===== src/rtl/dac_offset_binary_tx_pkg.sv =====
// Shared constants for the offset-binary DAC transmitter.
package dac_offset_binary_tx_pkg;

   localparam int unsigned N_DEFAULT = 14;

   // Midscale code (signed zero after conversion) at the default width
   localparam logic [N_DEFAULT-1:0] MIDSCALE_DEFAULT = {1'b1, {(N_DEFAULT-1){1'b0}}};

   localparam int unsigned UNDERRUN_CNT_W = 8;
   localparam logic [UNDERRUN_CNT_W-1:0] UNDERRUN_CNT_MAX = '1;

endpackage


===== src/rtl/conv_sign_to_unsign.sv =====
// Two's-complement to offset-binary conversion with a symmetric range:
// the two most negative codes both map to the bottom DAC code.
module conv_sign_to_unsign #(
   parameter int unsigned N = 14
) (
   input  logic [N-1:0] s,
   output logic [N-1:0] u_c
);

   localparam logic [N-1:0] NEG_FULL = {1'b1, {(N-1){1'b0}}};

   // Invert MSB; clamp 100..00 and 100..01 to zero
   always_comb begin
      u_c = {~s[N-1], s[N-2:0]};
      if (s[N-1:1] == NEG_FULL[N-1:1]) begin
         u_c = '0;
      end
   end

endmodule


===== src/rtl/dac_offset_binary_tx.sv =====
// Sample FIFO feeding a DAC at a divided tick rate, with underrun tracking.
module dac_offset_binary_tx
   import dac_offset_binary_tx_pkg::*;
#(
   parameter int unsigned N     = N_DEFAULT,
   parameter int unsigned DIV   = 4,
   parameter int unsigned DEPTH = 4
) (
   input  logic                      clk,
   input  logic                      rst_n,
   input  logic                      enable,
   input  logic [N-1:0]              in_data,
   input  logic                      in_valid,
   output logic                      in_ready,
   output logic [N-1:0]              dac_data,
   output logic                      dac_strobe,
   output logic                      underrun,
   output logic [UNDERRUN_CNT_W-1:0] underrun_cnt,
   input  logic                      underrun_clr
);

   localparam int unsigned AW = $clog2(DEPTH);
   localparam int unsigned PW = AW + 1;
   localparam int unsigned TW = (DIV > 1) ? $clog2(DIV) : 1;
   localparam logic [N-1:0] MIDSCALE = {1'b1, {(N-1){1'b0}}};

   logic [N-1:0]  mem [DEPTH];
   logic [PW-1:0] wr_ptr;
   logic [PW-1:0] rd_ptr;
   logic [TW-1:0] tick_cnt;
   logic [N-1:0]  head_u_c;
   logic          empty_c;
   logic          full_c;
   logic          push_c;
   logic          tick_c;
   logic          pop_c;
   logic          urun_c;

   // Pointer-derived status; extra pointer bit separates full from empty
   always_comb begin
      empty_c = (wr_ptr == rd_ptr);
      full_c  = (wr_ptr[AW] != rd_ptr[AW]) && (wr_ptr[AW-1:0] == rd_ptr[AW-1:0]);
      push_c  = in_valid && !full_c;
      tick_c  = enable && (tick_cnt == TW'(DIV - 1));
      pop_c   = tick_c && !empty_c;
      urun_c  = tick_c && empty_c;
   end

   assign in_ready = ~full_c;

   // Conversion on the FIFO head
   conv_sign_to_unsign #(.N(N)) u_conv (
      .s   (mem[rd_ptr[AW-1:0]]),
      .u_c (head_u_c)
   );

   // Tick divider, parked at zero while disabled
   always_ff @(posedge clk or negedge rst_n) begin
      if (!rst_n) begin
         tick_cnt <= '0;
      end else if (!enable || tick_c) begin
         tick_cnt <= '0;
      end else begin
         tick_cnt <= tick_cnt + TW'(1);
      end
   end

   // FIFO storage
   always_ff @(posedge clk) begin
      if (push_c) begin
         mem[wr_ptr[AW-1:0]] <= in_data;
      end
   end

   // FIFO pointers
   always_ff @(posedge clk or negedge rst_n) begin
      if (!rst_n) begin
         wr_ptr <= '0;
         rd_ptr <= '0;
      end else begin
         if (push_c) wr_ptr <= wr_ptr + PW'(1);
         if (pop_c)  rd_ptr <= rd_ptr + PW'(1);
      end
   end

   // DAC output register and strobe
   always_ff @(posedge clk or negedge rst_n) begin
      if (!rst_n) begin
         dac_data   <= MIDSCALE;
         dac_strobe <= 1'b0;
      end else begin
         dac_strobe <= tick_c;
         if (pop_c) dac_data <= head_u_c;
      end
   end

   // Underrun flag and saturating counter; a new underrun outranks clear
   always_ff @(posedge clk or negedge rst_n) begin
      if (!rst_n) begin
         underrun     <= 1'b0;
         underrun_cnt <= '0;
      end else if (urun_c) begin
         underrun <= 1'b1;
         if (underrun_clr) begin
            underrun_cnt <= UNDERRUN_CNT_W'(1);
         end else if (underrun_cnt != UNDERRUN_CNT_MAX) begin
            underrun_cnt <= underrun_cnt + UNDERRUN_CNT_W'(1);
         end
      end else if (underrun_clr) begin
         underrun     <= 1'b0;
         underrun_cnt <= '0;
      end
   end

endmodule


===== config.mk =====
export PLATFORM = sky130hd
export DESIGN_NAME = dac_offset_binary_tx
export DESIGN_NICKNAME = d
export VERILOG_FILES = /design/src/rtl/dac_offset_binary_tx_pkg.sv /design/src/rtl/conv_sign_to_unsign.sv /design/src/rtl/dac_offset_binary_tx.sv
export SDC_FILE = /design/constraint.sdc
export NUM_CORES = 1
export LEC_CHECK = 0
export CAP_MARGIN = 20
export CORE_MARGIN = 5
export CORE_UTILIZATION = 30
export DETAILED_ROUTE_END_ITERATION = 10
export PLACE_DENSITY = 0.59
export SLEW_MARGIN = 10
export SYNTH_ARGS = -nofsm -noshare
export SYNTH_HDL_FRONTEND = slang
export SYNTH_SLANG_ARGS = --single-unit

===== constraint.sdc =====
create_clock -name clk -period 1.95 [get_ports clk]
set_input_delay 0.4875 -clock clk [delete_from_list [all_inputs] [get_ports clk]]
set_output_delay 0.4875 -clock clk [all_outputs]
set_load 0.005 [all_outputs]

==> impl_metrics.tcl <==
set metrics [dict create \
    cts_root_buf "clkbuf_16" \
    dp_hpwl_mm 4.96 \
    start_util_pct 30.8 \
    endpoint_kind "flip-flop" \
    cp-startpoint "rd_ptr[0]" \
    layout_common_cells "edfxtp_1, clkdlybuf4s50_1, dfrtp_1" \
    worstPathMaxFanout 4 \
    synth.area.top_cells "edfxtp_1, dfrtp_1, mux4_2" \
    yosysUniqueCellTypes 43 \
    finalWorstSetupSlack_ns -0.0326 \
    antenna_left 0 \
    diodes 0 \
    cts.sinks 88 \
    hold_viol 0 \
    maxCapViolCount 0 \
    antenna_found_initial 0 \
    std_cell_rows 39 \
    coreArea_mm2 0.0115 \
    setup_viol 1 \
    ctsHtreeMaxLevel 3 \
    synth_nets 230 \
    ys_warn_count 0 \
    netlist_instances 204 \
    synth_compound_area_share_pct 4.23 \
    ys.flop_type "edfxtp_1" \
    cts_buffers 9 \
    wl_per_cell_um 17.2 \
    die_h_um 119 \
    hp-start "tick_cnt[0]" \
    place_ws_ns -0.110 \
    worst_pin_slew_ns 0.418 \
    ys_async_sr_fraction_pct 36.4 \
    cts_tree "built" \
    path_class "flip-flop to flip-flop" \
    ys_ff_latch 88 \
    initialDrtViolationCount 133 \
    r2r_start "rd_ptr[0]" \
    pin_count 44 \
    synth_edf_count 56 \
    worstPathArrival_ns 2.17 \
    gr-usage-all-layers_pct 10.9 \
    grt_pass1_vias 2189 \
    synth_top_area_share_pct 47.4 \
    power.density_mw_per_mm2 1410 \
    power_leakage_nw 1.74 \
    synth_top_family_by_area "multiplexers" \
    clk_pin_slew_ns 0.06 \
    violations "negative setup slack" \
    syn_area_mm2 0.00355 \
    grt_overflow_total 0 \
    status "finished with violations" \
    finalSetupTns_ns -0.0326 \
    synth.largest_area_cell "edfxtp_1" \
    postSynthAreaPerCell_um2 17.4 \
    gp_congestion 0.748 \
    maxSlewViolCount 0 \
    min_period_ns 1.98 \
    synthAdderAreaFrac_pct 2.47 \
    final_core_util_pct 41.5 \
    final.setup_skew_ns 0.0136 \
    final_common_cell "edfxtp_1" \
    timing.final.crit_share_pct 102 \
    yosysSeqAreaShare_pct 69.9 \
    synth.mux.area_fraction_pct 13.4 \
    grt_start_max_net_pins 20 \
    irDropWorstVdd_uv 616 \
    syn_to_final_growth_pct 34.7 \
    clockBufferDepth 2 \
    firstDrtPassIters 4 \
    fp.dieW_um 119 \
    synth_xor_xnor_area_share_pct 1.97 \
    dr_total_vias 2055 \
    worstPathRequired_ns 2.14 \
    viasPerCell 4.80 \
    die_area_mm2 0.0141 \
    total_power_mw 6.74 \
    drive_gt1_share_pct 28.4 \
    hold_class "flip-flop to flip-flop" \
    grt_pass1_wl_mm 11.9 \
    relSlewSlack_pct 72.0 \
    synthSimpleGateAreaFrac_pct 5.95 \
    dpl.cell_count 410 \
    worstSetupStartpointType "flip-flop" \
    drt_wl_total_mm 7.34 \
    fin_cells 428 \
    fill_cells 1042 \
    num-nets-final 306 \
    fmax_mhz 504 \
    portBuffers 43 \
    clkLatencyLatePin_ns 0.34 \
    route.detailed.drc 0 \
    rsz0062_at_grt "true" \
]
==> synthesized netlist by cell type, types with 2 or more instances <==
cell type	number
mux4_2	13
nor3_1	3
nand2_1	6
and2_1	4
or4_1	2
o31ai_1	4
ha_1	7
nor4_1	2
buf_4	2
or3_1	2
xor2_1	3
inv_1	8
nand3_1	3
o21ai_0	6
xnor2_1	5
nor2_1	2
nand4_1	2
dfrtp_1	31
clkbuf_1	2
mux2_2	13
a21oi_1	7
edfxtp_1	56
==> sequential cells by signal, indices dropped and copies added (netlist names) <==
| name | cells |
|---|---|
| dac_strobe | 1 |
| mem | 56 |
| dac_data | 14 |
| underrun | 1 |
| wr_ptr | 3 |
| underrun_cnt | 8 |
| tick_cnt | 2 |
| rd_ptr | 3 |
==> path summary, 6_finish.rpt <==
| kind | endpoint | slack (ns) | depth (start not counted) |
|---|---|---|---|
| setup / recovery | dac_data[0] | -0.03 | 5 |
| max in group asynchronous | rd_ptr[0] | 0.95 | 2 |
| setup reg to reg | dac_data[0] | -0.03 | 5 |
| hold reg to reg | tick_cnt[0] | 0.45 | 1 |
| hold / removal | tick_cnt[0] | 0.45 | 1 |
| min in group asynchronous | dac_data[10] | 0.46 | 1 |
==> critical path, cell delays in order, from the launching register on <==
cell and delay, ns:
dfrtp_2 0.37, buf_6 0.12, mux4_2 0.50, or4b_4 0.58, nor4_4 0.14, a41oi_1 0.14
==> area by class of cell <==
| cell class | count | area [µm²] | area share [%] |
|---|---|---|---|
| Sequential cell | 88 | 2490 | 52.0 |
| Multi-Input combinational cell | 101 | 1040 | 21.7 |
| Timing Repair Buffer | 72 | 729 | 15.2 |
| Clock buffer | 10 | 229 | 4.79 |
| Tap cell | 143 | 179 | 3.74 |
| Clock inverter | 6 | 92.6 | 1.94 |
| Inverter | 8 | 30.0 | 0.628 |
==> per-layer routing <==
layer	wire [µm]	GRT usage (%)	up-vias
met4	37	2.82	0
met3	512	3.96	2
met2	3460	17.5	72
li1	-	-	950
met1	3330	14.1	1031
met5	0	0	-
==> cell families after synthesis <==
| group | count (synthesis) |
|---|---|
| flip-flops | 88 |
| buffers and inverters | 15 |
| multiplexers | 28 |
| AO/OA/AOI/OAI | 23 |
| XOR/XNOR | 8 |
| AND/OR/NAND/NOR | 35 |
| adder cells (fa/ha/maj) | 7 |
==> what timing repair did <==
item | CTS | global route
resized for setup | 8 | 3
setup buffers | 1 | 1
setup endpoints to repair | 76 | 2
hold buffers | 0 | 0
pin swaps | 3 | 2
==> stage by stage <==
step	hold WS, ns	area, µm²
final	0.452	4780
after global routing	0.466	4780
after CTS	0.459	4750
after detailed placement	0.447	4400
after global placement	0.424	4400
after floorplan	0.192	3550
==> report_power, final <==
part / internal (mW) / switching (mW) / total, mW / leakage, nW
Combinational: 1.29 / 0.907 / 2.20 / 0.672
Clock: 1.13 / 0.712 / 1.84 / 0.149
Sequential: 2.48 / 0.220 / 2.71 / 0.922
Total: 4.90 / 1.84 / 6.74 / 1.74
(Power assumes the default switching activity.)
